$ cat src/rtl/gray_seq_ctrl.sv
// gray_seq_ctrl
//   Run/pause/single-step controller driving a WIDTH-bit Gray-code count onto
//   the LEDs. A single-clock prescaler issues one advance every DIV cycles
//   while running, replacing the old derived-clock scheme.
//
//   Optional feature macro: GRAY_SEQ_CTRL_SYNC_EN
//     defined   -> two-flop synchronisers on start/stop/step/dir. Every
//                  input-to-state latency grows by two cycles.
//     undefined -> inputs are used directly and must be synchronous to clk.
//
// Ports
//   clk   in   system clock
//   rst   in   asynchronous active-low reset
//   start in   button level, rising edge requests RUN
//   stop  in   button level, rising edge requests PAUSE (IDLE when paused)
//   step  in   button level, rising edge requests a single advance
//   dir   in   count direction sampled at each advance (1 = up, 0 = down)
//   led   out  registered Gray code of the internal binary count
//   tick  out  registered, high for one cycle after each advance
//   state out  IDLE=00, RUN=01, PAUSE=10, STEP=11
module gray_seq_ctrl #(
  parameter int WIDTH = 3,
  parameter int DIV   = 50_000_000
) (
  input  logic             clk,
  input  logic             rst,
  input  logic             start,
  input  logic             stop,
  input  logic             step,
  input  logic             dir,
  output logic [WIDTH-1:0] led,
  output logic             tick,
  output logic [1:0]       state
);

  localparam int PW = (DIV > 1) ? $clog2(DIV) : 1;
  localparam logic [PW-1:0] PRESC_MAX = PW'(DIV - 1);

  typedef enum logic [1:0] {
    S_IDLE  = 2'b00,
    S_RUN   = 2'b01,
    S_PAUSE = 2'b10,
    S_STEP  = 2'b11
  } state_t;

  // Button bus ordering: {dir, step, stop, start}
  logic [3:0] btn;

`ifdef GRAY_SEQ_CTRL_SYNC_EN
  logic [3:0] sync1_q;
  logic [3:0] sync2_q;

  always_ff @(posedge clk or negedge rst) begin
    if (!rst) begin
      sync1_q <= '0;
      sync2_q <= '0;
    end else begin
      sync1_q <= {dir, step, stop, start};
      sync2_q <= sync1_q;
    end
  end

  assign btn = sync2_q;
`else
  assign btn = {dir, step, stop, start};
`endif

  // Previous-cycle sample of the three buttons for rising-edge detection
  logic [2:0] btn_q;

  always_ff @(posedge clk or negedge rst) begin
    if (!rst) begin
      btn_q <= '0;
    end else begin
      btn_q <= btn[2:0];
    end
  end

  logic rise_start;
  logic rise_stop;
  logic rise_step;
  logic dir_now;

  assign rise_start = btn[0] & ~btn_q[0];
  assign rise_stop  = btn[1] & ~btn_q[1];
  assign rise_step  = btn[2] & ~btn_q[2];
  assign dir_now    = btn[3];

  // Priority stop > step > start: a lower-priority edge only counts when
  // no higher one is present in the same cycle.
  logic win_stop;
  logic win_step;
  logic win_start;

  assign win_stop  = rise_stop;
  assign win_step  = rise_step & ~rise_stop;
  assign win_start = rise_start & ~rise_step & ~rise_stop;

  state_t           state_q;
  state_t           state_d;
  logic [WIDTH-1:0] bin_q;
  logic [WIDTH-1:0] bin_d;
  logic [PW-1:0]    presc_q;
  logic [PW-1:0]    presc_d;
  logic [WIDTH-1:0] led_q;
  logic             tick_q;
  logic             adv;

  always_comb begin
    state_d = state_q;
    bin_d   = bin_q;
    presc_d = presc_q;
    adv     = 1'b0;

    unique case (state_q)
      S_IDLE: begin
        bin_d   = '0;
        presc_d = '0;
        if (win_step) begin
          state_d = S_STEP;
        end else if (win_start) begin
          state_d = S_RUN;
        end
      end

      S_RUN: begin
        if (presc_q == PRESC_MAX) begin
          // The wrap-time advance happens even if stop arrives together
          presc_d = '0;
          adv     = 1'b1;
        end else if (!win_stop) begin
          presc_d = presc_q + 1'b1;
        end
        if (win_stop) begin
          state_d = S_PAUSE;
        end
      end

      S_PAUSE: begin
        if (win_stop) begin
          state_d = S_IDLE;
          bin_d   = '0;
          presc_d = '0;
        end else if (win_step) begin
          state_d = S_STEP;
        end else if (win_start) begin
          state_d = S_RUN;
        end
      end

      S_STEP: begin
        adv     = 1'b1;
        state_d = S_PAUSE;
      end

      default: state_d = S_IDLE;
    endcase

    if (adv) begin
      bin_d = dir_now ? bin_q + 1'b1 : bin_q - 1'b1;
    end
  end

  always_ff @(posedge clk or negedge rst) begin
    if (!rst) begin
      state_q <= S_IDLE;
      bin_q   <= '0;
      presc_q <= '0;
      led_q   <= '0;
      tick_q  <= 1'b0;
    end else begin
      state_q <= state_d;
      bin_q   <= bin_d;
      presc_q <= presc_d;
      // Gray output follows the next count so it moves on the advancing edge
      led_q   <= bin_d ^ (bin_d >> 1);
      tick_q  <= adv;
    end
  end

  assign led   = led_q;
  assign tick  = tick_q;
  assign state = state_q;

endmodule
$ cat config.mk
export PLATFORM = sky130hd
export DESIGN_NAME = gray_seq_ctrl
export DESIGN_NICKNAME = d
export VERILOG_FILES = /design/src/rtl/gray_seq_ctrl.sv
export SDC_FILE = /design/constraint.sdc
export NUM_CORES = 1
export LEC_CHECK = 0
export CAP_MARGIN = 30
export CORE_MARGIN = 2
export CORE_UTILIZATION = 25
export CTS_CLUSTER_SIZE = 8
export DETAILED_ROUTE_END_ITERATION = 10
export HOLD_SLACK_MARGIN = 0.1
export PLACE_DENSITY = 0.42
export SETUP_SLACK_MARGIN = 0.1
export SLEW_MARGIN = 25
export SYNTH_ARGS = -nofsm -noshare
export SYNTH_HDL_FRONTEND = slang
export SYNTH_SLANG_ARGS = --single-unit
$ cat constraint.sdc
create_clock -name clk -period 3.71 [get_ports clk]
set_input_delay 0.742 -clock clk [delete_from_list [all_inputs] [get_ports clk]]
set_output_delay 0.742 -clock clk [all_outputs]
set_load 0.005 [all_outputs]
---- Yosys cells after proc, flatten, opt, wreduce, memory -nomap -nowiden ----
Index checks and enable logic that the tools add are counted.
word-level totals
  register bits after elaboration ......... 38
  output and inout bits ................... 6
  logic and storage cells ................. 46
cells by class
  $add $sub $neg .......................... 3
  eq/ne operators ......................... 7
  multiplexer cells ....................... 15
  bitwise gates (word level) .............. 12
  reductions and logical operators ........ 3
operator list
  operator                                              count
  2-to-1 mux 26 bit                                     3
  one-hot mux 26 bit (3 select lines)                   1
  adder 26 x 1 -> 26 bit (second input constant)        1
  equality test 26 bit (second input constant)          1
  2-to-1 mux 3 bit                                      3
  2-to-1 mux 2 bit                                      4
  one-hot mux 2 bit (4 select lines)                    1
  bitwise AND 1 bit                                     6
  one-hot mux 3 bit (2 select lines)                    1
  inverter 1 bit                                        5
  equality test 2 bit (second input constant)           2
  != test 2 bit (second input constant)                 2
  adder 3 x 1 -> 3 bit (second input constant)          1
  != test 3 bit (second input constant)                 1
  AND reduction 3 bit                                   1
  nonzero test 3 bit                                    1
  subtractor 3 x 1 -> 3 bit (second input constant)     1
  bitwise XOR 3 x 2 -> 3 bit                            1
  equality test 2 x 1 -> 1 bit (second input constant)  1
  zero test 2 bit                                       1
  one-hot mux 1 bit (2 select lines)                    1
  2-to-1 mux 1 bit                                      1

---- Longest topological paths before layout ----
Gate-level depths: netlist of the first run.
  depth after elaboration ................. 9
  depth in mapped cells ................... 8
  mapped depth without buffers ............ 7

---- Least setup slack after synthesis of the first run ----
No wires, ideal clock.
  path type ............................... register to register
  start point ............................. register presc_q[0]
  end point ............................... register presc_q[23]
  setup time .............................. 0.077 ns
  arrival ................................. 2.215 ns
  data required time ...................... 3.633 ns
  slack ................................... 1.418 ns
  stages on the path, launching flop included .. 8
  buffers on the path ..................... 0
  period minus slack after synthesis ...... 2.292 ns
  cell sequence ........................... dfrtp_1 ha_1 nand3_4 or3_4 nor4_4 o211ai_2 or4_1 a21oi_1
between the ends
  cells in the longest elaborated chain, start to end .. 4
  elaborated cells on any way between the ends .. 7
  those cells by class .................... add/sub: 1; eq/ne: 2; mux: 3; reduce/logical: 1
RTL lines
  what                                 RTL line  RTL
  start, declared                      103       logic [PW-1:0] presc_q;
  start signal, assigned               174       presc_q <= presc_d;
  adder 26 x 1 -> 26 bit               132       presc_d = presc_q + 1'b1;
  2-to-1 mux 26 bit                    131       end else if (!win_stop) begin
  2-to-1 mux 26 bit                    127       if (presc_q == PRESC_MAX) begin
  one-hot mux 26 bit (3 select lines)  115       unique case (state_q)
Several ways; a longest one is shown, not always the timed one. The select of a mux whose other input is x is not followed.
A chain may end at the register's enable or synchronous reset.

---- Final worst setup path of the first run ----
  start point ............................. register presc_q[18]
  end point ............................... register presc_q[15]
between the ends
  cells in the longest elaborated chain, start to end .. 3
  elaborated cells on any way between the ends .. 5
  those cells by class .................... eq/ne: 2; mux: 2; reduce/logical: 1
RTL lines
  what                                                                                  RTL line
  equality test 26 bit (*)                                                              127
  != test 3 bit (no line) or 2-to-1 mux 26 bit (tied branches)                          --
  AND reduction 3 bit (no line) or one-hot mux 26 bit (3 select lines) (tied branches)  --
Every way passes the cells marked *; elsewhere a longest branch is shown, timed or not.

==> results.yml, run 1 <==
detailed_routing:
  dr_wl_met3_um: 77
  top_layer: "met4"
  route.final.wire_length_um: 4570
  dr.pass1.iters: 4
  dr_total_vias: 1555
  route.detailed.drc: 0
  avgViaCountPerCell: 4.74
  wl_met2_um: 2150
  wl_per_cell_um: 13.9
  wl_met1_um: 2290
  ant_nets: 0
  drtIter0Drc: 56
synth:
  synth.area.top_cells: "dfrtp_1 45%, xor2_1 5.9%, nor2_1 4.0%"
  yosysSeqAreaShare: 0.446
  ys_types: 48
  synth_area_sq_um: 2080
  synth_top_area_cell: "dfrtp_1"
  synth_seq_cells: 37
  synth.top_cell.area_share: 0.446
  ys_async_sr_fraction: 1.00
  synth_edf_count: 0
  synthFlopType: "dfrtp_1"
  avgSynthCellArea_sq_um: 10.0
  syn-num-nets: 215
  yosys_warnings: 0
  synthCells: 207
setup_path:
  worstPathMaxFanout: 9
  cp-startpoint: "presc_q[18]"
  worstPathRequired_ns: 3.92
  critPathCaptureType: "flop"
  start_kind: "flop"
  worst-setup-path-type: "flop to flop"
  rr_startpoint: "presc_q[18]"
  worstPathArrival_ns: 2.90
clocking:
  clock-sinks: 37
  clkLatencyLatePin_ns: 0.29
  root_buffer: "clkbuf_8"
  tritoncts: "done"
  cts_resized: 0
  clk_pin_slew_ns: 0.08
  cts.path.max_buffers: 2
  cts_hold_buf: 0
  cts_buffers: 5
  postCtsSetupRepairBufs: 0
  cts_max_level: 2
power_and_ir_drop:
  power.switching_uw: 386
  irDropWorstVdd_mv: 0.163
  power.internal_uw: 734
  p_seq_frac: 0.455
  clkPwrFrac: 0.246
  pwr-share-comb: 0.299
  total_leakage_power_nw: 1.01
  switching_share: 0.345
  pwr_density_cell_nw_per_um2: 466
timing:
  period_share: 0.726
  period_needed_ns: 2.69
  setup_viol: 0
  finalHoldViolCount: 0
  setup_tns_ns: 0
  maxSlewHeadroom: 0.407
  finClkSkew_ns: 0.00557
  fmax_mhz: 371
  slew_viol_final: 0
  holdWs_ns: 0.385
  tightest_slew_ns: 0.879
  rsz0062_at_grt: "no"
cells_and_area:
  mostFrequentLayoutCell: "dfrtp_1"
  synthToLayoutAreaGrowth_pct: 15.7
  multiInputGateArea_sq_um: 1090
  nets: 230
  drive_above_1_share: 0.112
  layout_common_cells: "37 x dfrtp_1, 22 x nor2_1, 17 x nand2_1"
  seqCellArea_sq_um: 926
  diodes: 0
  fill_cells: 850
grt:
  grt_pass1_vias: 1543
  grt_pass1_wl_um: 7890
  overflow: 0
  antenna_found_initial: 0
  grt_max_degree: 38
  grt_util_all_layers: 0.112
run_status:
  status: "finished, final reports clean"
hold_path:
  min_path_type: "input port to asynchronous set/reset pin"
floorplanning:
  core_sq_um: 8130
  num_rows: 33
  start_util: 0.255
  die-area_sq_um: 9050
  top_level_ports: 12
  die_x_um: 95.1
  dieHeight_um: 95.1
placement:
  hpwl_um: 3250
  place.gp.congestion: 0.717
  io_buffers: 11
run:
  cap_violations: 0
cell families (layout without fill, tap and decap cells):
| group | Yosys count | count (layout) | share of synthesized area |
|---|---|---|---|
| and+or+nand+nor | 94 | 94 | 0.275 |
| AOI/OAI and AO/OA | 42 | 42 | 0.151 |
| DFF | 37 | 37 | 0.446 |
| xor gates and xnor gates | 17 | 17 | 0.0717 |
| buffers and inverters | 13 | 29 | 0.0295 |
| adders and majority gates | 2 | 2 | 0.0157 |
| muxes | 2 | 2 | 0.0102 |
registers in the layout, summed over array words and instances (netlist names):
| signal | flops |
|---|---|
| state | 2 |
| tick | 1 |
| presc_q | 26 |
| btn_q | 3 |
| led | 2 |
| bin_q | 3 |
synthesized netlist by cell type (all sizes together) (5+ instances only):
library cell / n
nand2b: 6
and3: 5
nand4: 6
nand2: 17
inv: 7
o31ai: 6
nor2: 22
xor2: 14
o21ai: 13
nand3: 10
or3: 5
a21oi: 7
nand4b: 5
o211ai: 7
dfrtp: 37
per-stage QoR:
stage                     setup WS (ns)  power, mW  cells  cell area, sq um  utilization
after floorplan                    1.42      0.732    207              2080            -
after global placement            0.818      0.856    319              2290        0.282
after detailed placement          0.780      0.858    319              2290        0.282
after CTS                          1.08       1.14    327              2370        0.292
after global routing              0.827       1.20    328              2400        0.295
final                              1.02       1.12    328              2400        0.295
final timing paths:
check / end / slack (ns) / depth (start not counted)
setup / recovery: presc_q[15] / 1.02 / 6
hold / removal: presc_q[19] / 0.39 / 1
setup reg to reg: presc_q[15] / 1.02 / 6
hold reg to reg: presc_q[1] / 0.55 / 1
max in group asynchronous: btn_q[1] / 2.87 / 2
min in group clk: presc_q[1] / 0.55 / 1
worst max-delay path, stage by stage, from the launching register on:
cell      delay [ns]
dfrtp_1         0.44
nor4b_1         0.62
nand3_1         0.28
nor4_4          0.48
o211ai_2        0.24
or3_1           0.40
a21oi_1         0.15
final cells by class:
type                            count  share of cell area
Clock inverter                      2             0.00417
Multi-Input combinational cell    157               0.453
Timing Repair Buffer               14              0.0615
Clock buffer                        6              0.0302
Sequential cell                    37               0.385
Inverter                            7              0.0109
Tap cell                          105              0.0547
power groups by stage:
stage               Combinational (mW)  Clock, mW  Sequential (mW)
finish                           0.335      0.276            0.509
global route                     0.375      0.301            0.518
floorplan                        0.244          0            0.488
global placement                 0.338          0            0.518
detailed placement               0.340          0            0.518
CTS                              0.340      0.288            0.510
routing by layer:
layer / vias to the layer above / track usage
met4: 0 / 0.0326
met2: 15 / 0.179
met1: 753 / 0.153
met5: - / 0
li1: 782 / -
met3: 5 / 0.0213
(Power assumes the default switching activity.)
==> run 2: changes to the inputs <==
Clock period 3.71 ns to 2.7 ns, I/O delays scaled along.
==> run 2 against run 1 <==
Effect of this change:
- setup slack worse by 0.68 ns
- maximum frequency up 14%
- largest cell class unchanged
- flip-flop and latch count unchanged
- global-route usage up 0.97 points
==> results.yml, run 2 (synthesis gave the netlist of run 1 again) <==
cells_and_area:
  seqCellArea_sq_um: 926
  synthToLayoutAreaGrowth_pct: 19.8
  utilization: 0.306
  multiInputGateArea_sq_um: 1090
  largest_register: "presc_q"
  drive_above_1_share: 0.143
  mostFrequentLayoutCell: "dfrtp_1"
  nets: 237
  diodes: 0
  largest_reg_flops: 26
  top_regs: "presc_q x26, bin_q x3, btn_q x3"
  fill_cells: 845
  layout_common_cells: "37 x dfrtp_1, 22 x nor2_1, 17 x nand2_1"
placement:
  place.gp.congestion: 0.745
  hpwl_um: 3490
  io_buffers: 11
grt:
  grt_util_all_layers: 0.121
  grt_pass1_vias: 1591
  antenna_found_initial: 0
  grt_pass1_wl_um: 8230
  grt_max_degree: 38
  overflow: 0
clocking:
  cts_max_level: 2
  clk_pin_slew_ns: 0.08
  clock-sinks: 37
  postCtsSetupRepairBufs: 0
  cts_buffers: 5
  clkLatencyLatePin_ns: 0.30
  cts_hold_buf: 0
  tritoncts: "done"
  cts_resized: 0
  root_buffer: "clkbuf_8"
  cts.path.max_buffers: 2
setup_path:
  worstPathArrival_ns: 2.58
  start_kind: "flop"
  critPathSlowestCell: "or3_4"
  worst-setup-path-type: "flop to flop"
  crit_chain: "ha_1 -> nand3_4 -> or3_4 -> nor4_4 -> o211ai_2 -> or4_1 -> a21oi_1"
  critPathCaptureType: "flop"
  worstPathMaxFanout: 5
  worstPathRequired_ns: 2.92
  max_stage_delay_ns: 0.42
power_and_ir_drop:
  pwr_density_cell_nw_per_um2: 662
  power.internal_mw: 1.10
  power.switching_uw: 547
  pwr-share-comb: 0.308
  p_seq_frac: 0.424
  irDropWorstVdd_mv: 0.305
  switching_share: 0.333
  clkPwrFrac: 0.267
  report.power.total_mw: 1.64
  total_leakage_power_nw: 1.06
detailed_routing:
  drtIter0Drc: 114
  wl_met1_um: 2420
  avgViaCountPerCell: 4.77
  dr.pass1.iters: 4
  route.detailed.drc: 0
  route.final.wire_length_um: 4870
  dr_wl_met3_um: 96
  dr_total_vias: 1597
  wl_met2_um: 2230
  top_layer: "met4"
  wl_per_cell_um: 14.5
  ant_nets: 0
floorplanning:
  start_util: 0.255
  top_level_ports: 12
  num_rows: 33
  die-area_sq_um: 9050
  dieHeight_um: 95.1
  core_sq_um: 8130
  die_x_um: 95.1
run:
  cap_violations: 0
timing:
  period_share: 0.875
  tightest_slew_ns: 0.530
  setup_viol: 0
  setup_tns_ns: 0
  holdWs_ns: 0.164
  slew_viol_final: 0
  period_needed_ns: 2.36
  finalHoldViolCount: 0
  maxSlewHeadroom: 0.646
  finClkSkew_ns: 0.00874
  rsz0062_at_grt: "no"
  fmax_mhz: 423
hold_path:
  min_path_type: "input port to asynchronous set/reset pin"
run_status:
  status: "finished, final reports clean"
==> run 2: cell count changes in the layout (fill, tap and decap cells not counted), sizes merged <==
cell    before  now
clkbuf       6    7
clkinv       2    1
buf          4   11
==> run 2: critical path, delay by kind of cell (launching register included) <==
kind                       cells  cell delay, ns
and+or+nand+nor                4            1.27
DFF                            1            0.41
AOI/OAI and AO/OA              2            0.34
adders and majority gates      1            0.26
==> run 2: final cells by class <==
type | instances | area share
clock inverters | 1 | 0.00201
well taps | 105 | 0.0528
repair buffers | 21 | 0.0856
flip-flops and latches | 37 | 0.372
multi-input cells | 157 | 0.438
clock buffers | 7 | 0.0388
inverters | 7 | 0.0106
==> run 2: metrics by stage <==
stage | cells | worst slack (ns) | instance area, sq um
3_5_place_dp | 326 | 0.219 | 2360
2_1_floorplan | 207 | 0.408 | 2080
5_1_grt | 335 | 0.165 | 2490
3_3_place_gp | 326 | 0.288 | 2360
6_report | 335 | 0.338 | 2490
4_1_cts | 334 | 0.258 | 2460
==> run 2: power groups by stage <==
stage | Sequential (mW) | Combinational, mW | Clock (mW)
global placement | 0.710 | 0.512 | 0
detailed placement | 0.711 | 0.512 | 0
CTS | 0.700 | 0.511 | 0.456
global route | 0.707 | 0.568 | 0.483
finish | 0.698 | 0.507 | 0.440
floorplan | 0.671 | 0.336 | 0
==> run 2: per-layer routing <==
layer,track usage,up-vias
met4,0.0628,0
met5,0,-
met1,0.160,776
met3,0.0245,8
li1,-,799
met2,0.188,14
==> run 2: final timing paths <==
kind	start	endpoint	slack, ns	depth (start not counted)
max reg2reg	presc_q[0]	presc_q[23]	0.34	7
min reg2reg	bin_q[0]	led[0]	0.54	1
max in group asynchronous	rst	state[0]	2.08	2
min in group clk	bin_q[0]	led[0]	0.54	1
max	presc_q[0]	presc_q[23]	0.34	7
min	rst	presc_q[24]	0.16	1
